===== config.mk =====
export PLATFORM = sky130hd
export DESIGN_NAME = pll_reset_sequencer
export DESIGN_NICKNAME = d
export VERILOG_FILES = /design/src/rtl/pll_reset_sequencer.sv
export SDC_FILE = /design/constraint.sdc
export NUM_CORES = 1
export LEC_CHECK = 0
export ABC_AREA = 1
export CORE_ASPECT_RATIO = 2
export CORE_UTILIZATION = 30
export DETAILED_ROUTE_END_ITERATION = 6
export PLACE_DENSITY_LB_ADDON = 0.12
export SYNTH_ARGS = -nofsm -noshare
export SYNTH_HDL_FRONTEND = slang
export SYNTH_SLANG_ARGS = --single-unit

===== constraint.sdc =====
create_clock -name CLK -period 3.2 [get_ports CLK]
set_clock_uncertainty 0.1 [all_clocks]
set_input_delay 0.8 -clock CLK [delete_from_list [all_inputs] [get_ports CLK]]
set_output_delay 0.8 -clock CLK [all_outputs]
set_load 0.01 [all_outputs]

===== src/rtl/pll_reset_sequencer.sv =====
// Reset/lock supervisor sitting in front of a PLLE2_ADV: timed RST pulse, lock wait with
// timeout/retry, lock-stability qualification, lock-loss recovery and reset-wrapped CLKINSEL switch.
module pll_reset_sequencer #(
   parameter int unsigned RST_CYCLES   = 16,
   parameter int unsigned LOCK_TIMEOUT = 100000,
   parameter int unsigned LOCK_STABLE  = 1024,
   parameter int unsigned MAX_RETRIES  = 0
) (
   input  logic       CLK,
   input  logic       RSTN,
   input  logic       I_CLKINSEL,
   input  logic       I_LOCKED,
   output logic       O_PLL_RST,
   output logic       O_CLKINSEL,
   output logic       O_READY,
   output logic       O_USER_RST,
   output logic       O_FAIL,
   output logic [7:0] O_RETRY_CNT,
   output logic [7:0] O_LOSS_CNT
);

   localparam int unsigned MaxA = (RST_CYCLES > LOCK_TIMEOUT) ? RST_CYCLES : LOCK_TIMEOUT;
   localparam int unsigned MaxT = (MaxA > LOCK_STABLE) ? MaxA : LOCK_STABLE;
   localparam int unsigned TW   = $clog2(MaxT + 1);

   localparam logic [TW-1:0] RstLast  = TW'(RST_CYCLES - 1);
   localparam logic [TW-1:0] ToLast   = TW'(LOCK_TIMEOUT - 1);
   localparam logic [TW-1:0] StbLast  = TW'(LOCK_STABLE - 1);
   localparam logic [TW-1:0] TimerOne = TW'(1);

   typedef enum logic [2:0] {
      StReset,
      StWaitLock,
      StStable,
      StRun,
      StFail
   } state_e;

   state_e        state_q, state_d;
   logic [TW-1:0] timer_q, timer_d;
   logic          lk_meta_q, lk_s_q;
   logic          sel_meta_q, sel_s_q;
   logic          pll_rst_q, pll_rst_d;
   logic          clkinsel_q, clkinsel_d;
   logic          ready_q, ready_d;
   logic          user_rst_q;
   logic          fail_q, fail_d;
   logic [7:0]    retry_q, retry_d;
   logic [7:0]    loss_q, loss_d;
   logic [7:0]    retry_sat;
   logic [7:0]    loss_sat;

   assign retry_sat = (retry_q == 8'hFF) ? retry_q : retry_q + 8'd1;
   assign loss_sat  = (loss_q == 8'hFF) ? loss_q : loss_q + 8'd1;

   always_comb begin
      state_d    = state_q;
      timer_d    = timer_q;
      pll_rst_d  = pll_rst_q;
      clkinsel_d = clkinsel_q;
      ready_d    = ready_q;
      fail_d     = fail_q;
      retry_d    = retry_q;
      loss_d     = loss_q;

      // An input-clock change wraps the switch in a fresh PLL reset and beats every other event.
      if (state_q != StFail && sel_s_q != clkinsel_q) begin
         clkinsel_d = sel_s_q;
         state_d    = StReset;
         timer_d    = '0;
         pll_rst_d  = 1'b1;
         ready_d    = 1'b0;
      end else begin
         unique case (state_q)
            StReset: begin
               pll_rst_d = 1'b1;
               ready_d   = 1'b0;
               if (timer_q == RstLast) begin
                  state_d   = StWaitLock;
                  timer_d   = '0;
                  pll_rst_d = 1'b0;
               end else begin
                  timer_d = timer_q + TimerOne;
               end
            end
            StWaitLock: begin
               if (lk_s_q) begin
                  state_d = StStable;
                  timer_d = '0;
               end else if (timer_q == ToLast) begin
                  retry_d   = retry_sat;
                  timer_d   = '0;
                  pll_rst_d = 1'b1;
                  ready_d   = 1'b0;
                  if (MAX_RETRIES != 0 && {24'd0, retry_sat} >= MAX_RETRIES) begin
                     state_d = StFail;
                     fail_d  = 1'b1;
                  end else begin
                     state_d = StReset;
                  end
               end else begin
                  timer_d = timer_q + TimerOne;
               end
            end
            StStable: begin
               if (!lk_s_q) begin
                  state_d   = StReset;
                  timer_d   = '0;
                  pll_rst_d = 1'b1;
               end else if (timer_q == StbLast) begin
                  state_d = StRun;
                  timer_d = '0;
                  ready_d = 1'b1;
               end else begin
                  timer_d = timer_q + TimerOne;
               end
            end
            StRun: begin
               if (!lk_s_q) begin
                  loss_d    = loss_sat;
                  state_d   = StReset;
                  timer_d   = '0;
                  pll_rst_d = 1'b1;
                  ready_d   = 1'b0;
               end
            end
            StFail: begin
               pll_rst_d = 1'b1;
               ready_d   = 1'b0;
               fail_d    = 1'b1;
            end
            default: begin
               state_d   = StReset;
               timer_d   = '0;
               pll_rst_d = 1'b1;
               ready_d   = 1'b0;
            end
         endcase
      end
   end

   always_ff @(posedge CLK) begin
      if (!RSTN) begin
         state_q    <= StReset;
         timer_q    <= '0;
         lk_meta_q  <= 1'b0;
         lk_s_q     <= 1'b0;
         sel_meta_q <= 1'b0;
         sel_s_q    <= 1'b0;
         pll_rst_q  <= 1'b1;
         clkinsel_q <= 1'b0;
         ready_q    <= 1'b0;
         user_rst_q <= 1'b1;
         fail_q     <= 1'b0;
         retry_q    <= 8'd0;
         loss_q     <= 8'd0;
      end else begin
         state_q    <= state_d;
         timer_q    <= timer_d;
         lk_meta_q  <= I_LOCKED;
         lk_s_q     <= lk_meta_q;
         sel_meta_q <= I_CLKINSEL;
         sel_s_q    <= sel_meta_q;
         pll_rst_q  <= pll_rst_d;
         clkinsel_q <= clkinsel_d;
         ready_q    <= ready_d;
         user_rst_q <= !ready_d;
         fail_q     <= fail_d;
         retry_q    <= retry_d;
         loss_q     <= loss_d;
      end
   end

   assign O_PLL_RST   = pll_rst_q;
   assign O_CLKINSEL  = clkinsel_q;
   assign O_READY     = ready_q;
   assign O_USER_RST  = user_rst_q;
   assign O_FAIL      = fail_q;
   assign O_RETRY_CNT = retry_q;
   assign O_LOSS_CNT  = loss_q;

endmodule


# Yosys cells after proc, flatten, opt, wreduce, memory -nomap -nowiden
# Cells that the tools add are included.
# word_totals
wordCells	77
register_bits	45
output_inout_bits	21
# op_classes
mux	26
eq_ne	18
reduce_logical	11
bitwise	6
n_addsub	3
# ops
op	count
17-bit two-way mux	6
17-bit case mux with 5 select lines	1
3-bit two-way mux	6
17-bit by 1-bit adder with 17-bit output, second input constant	1
17-bit by 10-bit == test with 1-bit output, second input constant	1
17-bit == test, second input constant	1
17-bit by 4-bit == test with 1-bit output, second input constant	1
8-bit by 1-bit adder with 8-bit output, second input constant	2
8-bit == test, second input constant	2
3-bit case mux with 5 select lines	1
1-bit two-way mux	10
2-bit inequality test, second input constant	5
5-bit AND reduction	2
3-bit inequality test, second input constant	3
3-bit by 2-bit == test with 1-bit output, second input constant	2
1-bit NOT	6
1-bit case mux with 3 select lines	2
2-bit AND reduction	2
4-bit AND reduction	1
2-bit OR reduction	2
3-bit by 1-bit == test with 1-bit output, second input constant	1
3-bit == test, second input constant	1
3-bit zero test	1
3-bit AND reduction	1
other kinds (3)	3

# Logic depth before layout (Yosys ltp)
# logic_depth
ltp_word	6
ltp_mapped	11

# Worst setup path before layout
# Ideal clock, no wire load.
# synth_timing
path_type	input-to-reg
from	input RSTN
to	register ready_q (netlist: O_READY)
path_slack_ps	1559
cell_stages	5
setup_ps	70
path_buffers	1
arrival_time_ps	1471
cell_sequence	inv_2 > nor2_2 > inv_2 > clkbuf_1 > a21oi_1
# synth_lines
item	line_no	rtl
start: declaration	10	input logic RSTN,
end signal: assignment	166	ready_q <= ready_d;
end: declaration	45	logic ready_q, ready_d;

# Worst setup path in the final report
# layout_timing
from	register retry_q[4] (netlist: O_RETRY_CNT[4])
to	output O_RETRY_CNT[4]
# layout_lines
item	line_no	rtl
start: declaration	48	logic [7:0] retry_q, retry_d;
start signal: assignment	169	retry_q <= retry_d;
end: declaration	18	output logic [7:0] O_RETRY_CNT,
# No word-level cell between the ends.

==> results by group <==
Critical path
  • CP Capture Type: output pin
  • Worst path bufs/invs: 1
  • Worst Setup SP: O_RETRY_CNT[4]
  • Capturing point of the worst reg2reg path: O_RETRY_CNT[6]
  • Critical path cell sequence: clkdlybuf4s50_1
  • Critical path class: register to output pin
  • Reg2Reg Depth: 10
  • Reg2reg setup slack: 1290 ps
  • Arrival time worst endpoint: 1320 ps
  • Slowest stage cell, crit path: clkdlybuf4s50_1
  • Top delay family on crit path: buffers and inverters
  • Critical Path Source Type: register
  • CP Max Fanout: 5
  • Worst flop-to-flop path startpoint: timer_q[0]
  • CP required: 2300 ps
  • Largest stage delay on the critical path: 580 ps

CTS
  • Reg clk slew, reported paths: 60 ps
  • Htree depth: 2
  • CTS tree: yes
  • Post-CTS Hold Buffers: 0
  • Cts bufs inserted: 5
  • Post-CTS setup buffers: 0
  • CTS-repair resized insts: 0
  • Worst-skew pair later-pin latency: 290 ps
  • Clock Root Buffer: clkbuf_16
  • CTS Buffer Depth: 2
  • Sink Count: 43

Logic synthesis
  • Most frequent cell after synthesis: nand2_1
  • Yosys warnings: 0
  • Synth Area in Adders: 1.531%
  • Post-Synthesis Cells: 389
  • Post-synth top area share: 35.12%
  • Sequential area share after synthesis: 35.12%
  • Syn nets: 396
  • Mapped Area: 2451 sq um
  • Synth Area per Inst: 6.301 sq um
  • Post-synth EDFFs: 0
  • Primary FF master, synth: dfxtp_1
  • Synth top cells by count: nand2_1, nor2_1, inv_1
  • Synth Area in XOR/XNOR: 4.288%
  • Synth area leaders: dfxtp_1, nand2_1, nor2_1
  • Ys async rst share: 0%
  • FF+latch count, synth: 43
  • Synth cell types: 32
  • Leading area contributor after synthesis: dfxtp_1
  • Compound-Gate Fraction of Synth Area: 10.97%
  • Multiplexer share of the synthesized area: 0%
  • Largest family of logic cells by synthesized area: simple AND/OR/NAND/NOR gates
  • Post-Synth Simple-Gate Area: 38.54%

Power
  • Leak: 1.218 nW
  • Combinational power share: 2.8%
  • Total chip power: 1.159 mW
  • Seq pwr share: 47.2%
  • Switch Pwr: 0.2417 mW
  • Max VDD drop: 309.4 uV
  • P per Cell Area: 397.3 nW/um^2
  • Internal Power: 0.9175 mW
  • Clock power share: 50.0%
  • Sw Ratio: 20.85%

Min path
  • Hold Crit Start: sel_meta_q
  • Hold Path Sink: sel_s_q
  • Hold Crit Depth: 2
  • Hold Path Class: register to register

GRT
  • Vias in the first global route: 2359
  • Global Route Usage Sum: 17.38%
  • Antenna violations before repair: 0
  • First-pass GRT wire length: 11.05 mm
  • Largest net degree at the start of global routing: 17
  • GRT overflow: 0

Layout
  • Share of post-route cells with drive strength above 1: 4.866%
  • Final net count: 418
  • Syn-to-layout area delta: 19.04%
  • Fin cells: 507
  • Final-layout fill cell count: 902
  • Ant diodes: 0

Placed design
  • DP HPWL: 5.408 mm
  • Port Buf Inserts: 23
  • Gpl congestion: 0.8475
  • Post-Place Cells: 500

Timing
  • Max_slew headroom: 64.17%
  • Hold Vio Cnt, Final: 0
  • Final Max Slew Viols: 0
  • Final Setup Violations: 0
  • Crit path time final: 2222 ps
  • Setup tns final: 0 ps
  • Fmax: 450.0 MHz
  • RSZ-0062 raised after global routing: false
  • Tcrit/Tclk final: 69.44%
  • Slew @ Worst Pin: 536.9 ps

Floorplanning
  • Die height: 129.8 um
  • Die area: 8558 sq um
  • # rows: 46
  • CORE AREA: 7943 sq um
  • Starting Density: 30.86%
  • Io pins: 25
  • Die width: 65.92 um

Detailed routing
  • DRT antenna net count: 0
  • Vias: 2468
  • Wire per inst: 13.50 um
  • DR DRC count: 0
  • Initial DRC count: 105
  • Via density: 4.868
  • Final wirelength: 6.844 mm
  • DR pass1 iterations: 4

Job
  • Max Cap Viol: 0

Outcome
  • Status: finished clean
==> worst max-delay path by stage <==
stage          cells past startpoint             end  slack, ps
2_1_floorplan                      5         O_READY       1560
3_3_place_gp                       6       O_PLL_RST        750
3_5_place_dp                       6       O_PLL_RST        750
4_1_cts                            1  O_RETRY_CNT[4]        960
5_1_grt                            1  O_RETRY_CNT[4]        930
6_report                           1  O_RETRY_CNT[4]        980
==> state kept, by name, indices dropped and copies added, names as in the netlist <==
signal       flops
O_CLKINSEL       1
O_LOSS_CNT       8
O_PLL_RST        1
O_READY          1
O_RETRY_CNT      8
O_USER_RST       1
lk_meta_q        1
lk_s_q           1
sel_meta_q       1
sel_s_q          1
state_q          2
timer_q         17
==> power by group through the flow <==
stage	sequential [mW]	combinational, mW	clock (mW)
after floorplan	0.557	0.0232	0
after CTS	0.547	0.0335	0.594
after global placement	0.559	0.0328	0
after detailed placement	0.559	0.0334	0
final	0.547	0.0323	0.580
after global routing	0.548	0.0377	0.604
==> cells by family after synthesis <==
logic type	count (synthesis)
other	1
XOR/XNOR	12
buffers and inverters	57
adder cells (fa/ha/maj)	3
AND/OR/NAND/NOR	221
flip-flops	43
AO/OA/AOI/OAI	52
==> layout by cell type (no fill, tap or decap), types with 3 or more instances in the layout <==
| cell type | count |
|---|---|
| inv_1 | 44 |
| clkdlybuf4s50_1 | 23 |
| dfxtp_1 | 43 |
| clkbuf_16 | 5 |
| xnor2_1 | 3 |
| nand4_1 | 13 |
| xor2_1 | 9 |
| nand2_1 | 123 |
| nor2_2 | 5 |
| o21ai_0 | 17 |
| a21oi_1 | 31 |
| nand3_1 | 15 |
| nor3_1 | 6 |
| nor2_1 | 48 |
| ha_1 | 3 |
| nand2_2 | 4 |
==> stage by stage <==
stage / hold WS, ps / worst slack [ps] / cell area (sq um) / util (%)
2_1_floorplan: 290.5 / 1559 / 2451 / -
3_3_place_gp: 306.3 / 745.1 / 2759 / 34.74
3_5_place_dp: 304.0 / 752.2 / 2759 / 34.74
4_1_cts: 319.8 / 955.7 / 2918 / 36.74
5_1_grt: 342.2 / 933.9 / 2918 / 36.74
6_report: 312.9 / 977.9 / 2918 / 36.74
==> final cells by class <==
cell class	count	area [sq um]	area share, %
Inverter	48	180.2	6.175
Timing Repair Buffer	24	237.7	8.148
Sequential cell	43	860.8	29.50
Clock buffer	6	128.9	4.417
Tap cell	96	120.1	4.117
Multi-Input combinational cell	289	1360	46.61
Clock inverter	1	30.03	1.029
==> routing by layer <==
| layer | share of wire (%) | GRT usage, % | vias up |
|---|---|---|---|
| li1 | - | - | 1272 |
| met1 | 35 | 15.08 | 1127 |
| met2 | 58 | 34.39 | 51 |
| met3 | 2.3 | 2.273 | 18 |
| met4 | 4.9 | 12.28 | 0 |
| met5 | 0 | 0 | - |
No activity file was read; power rests on OpenSTA's default activity.
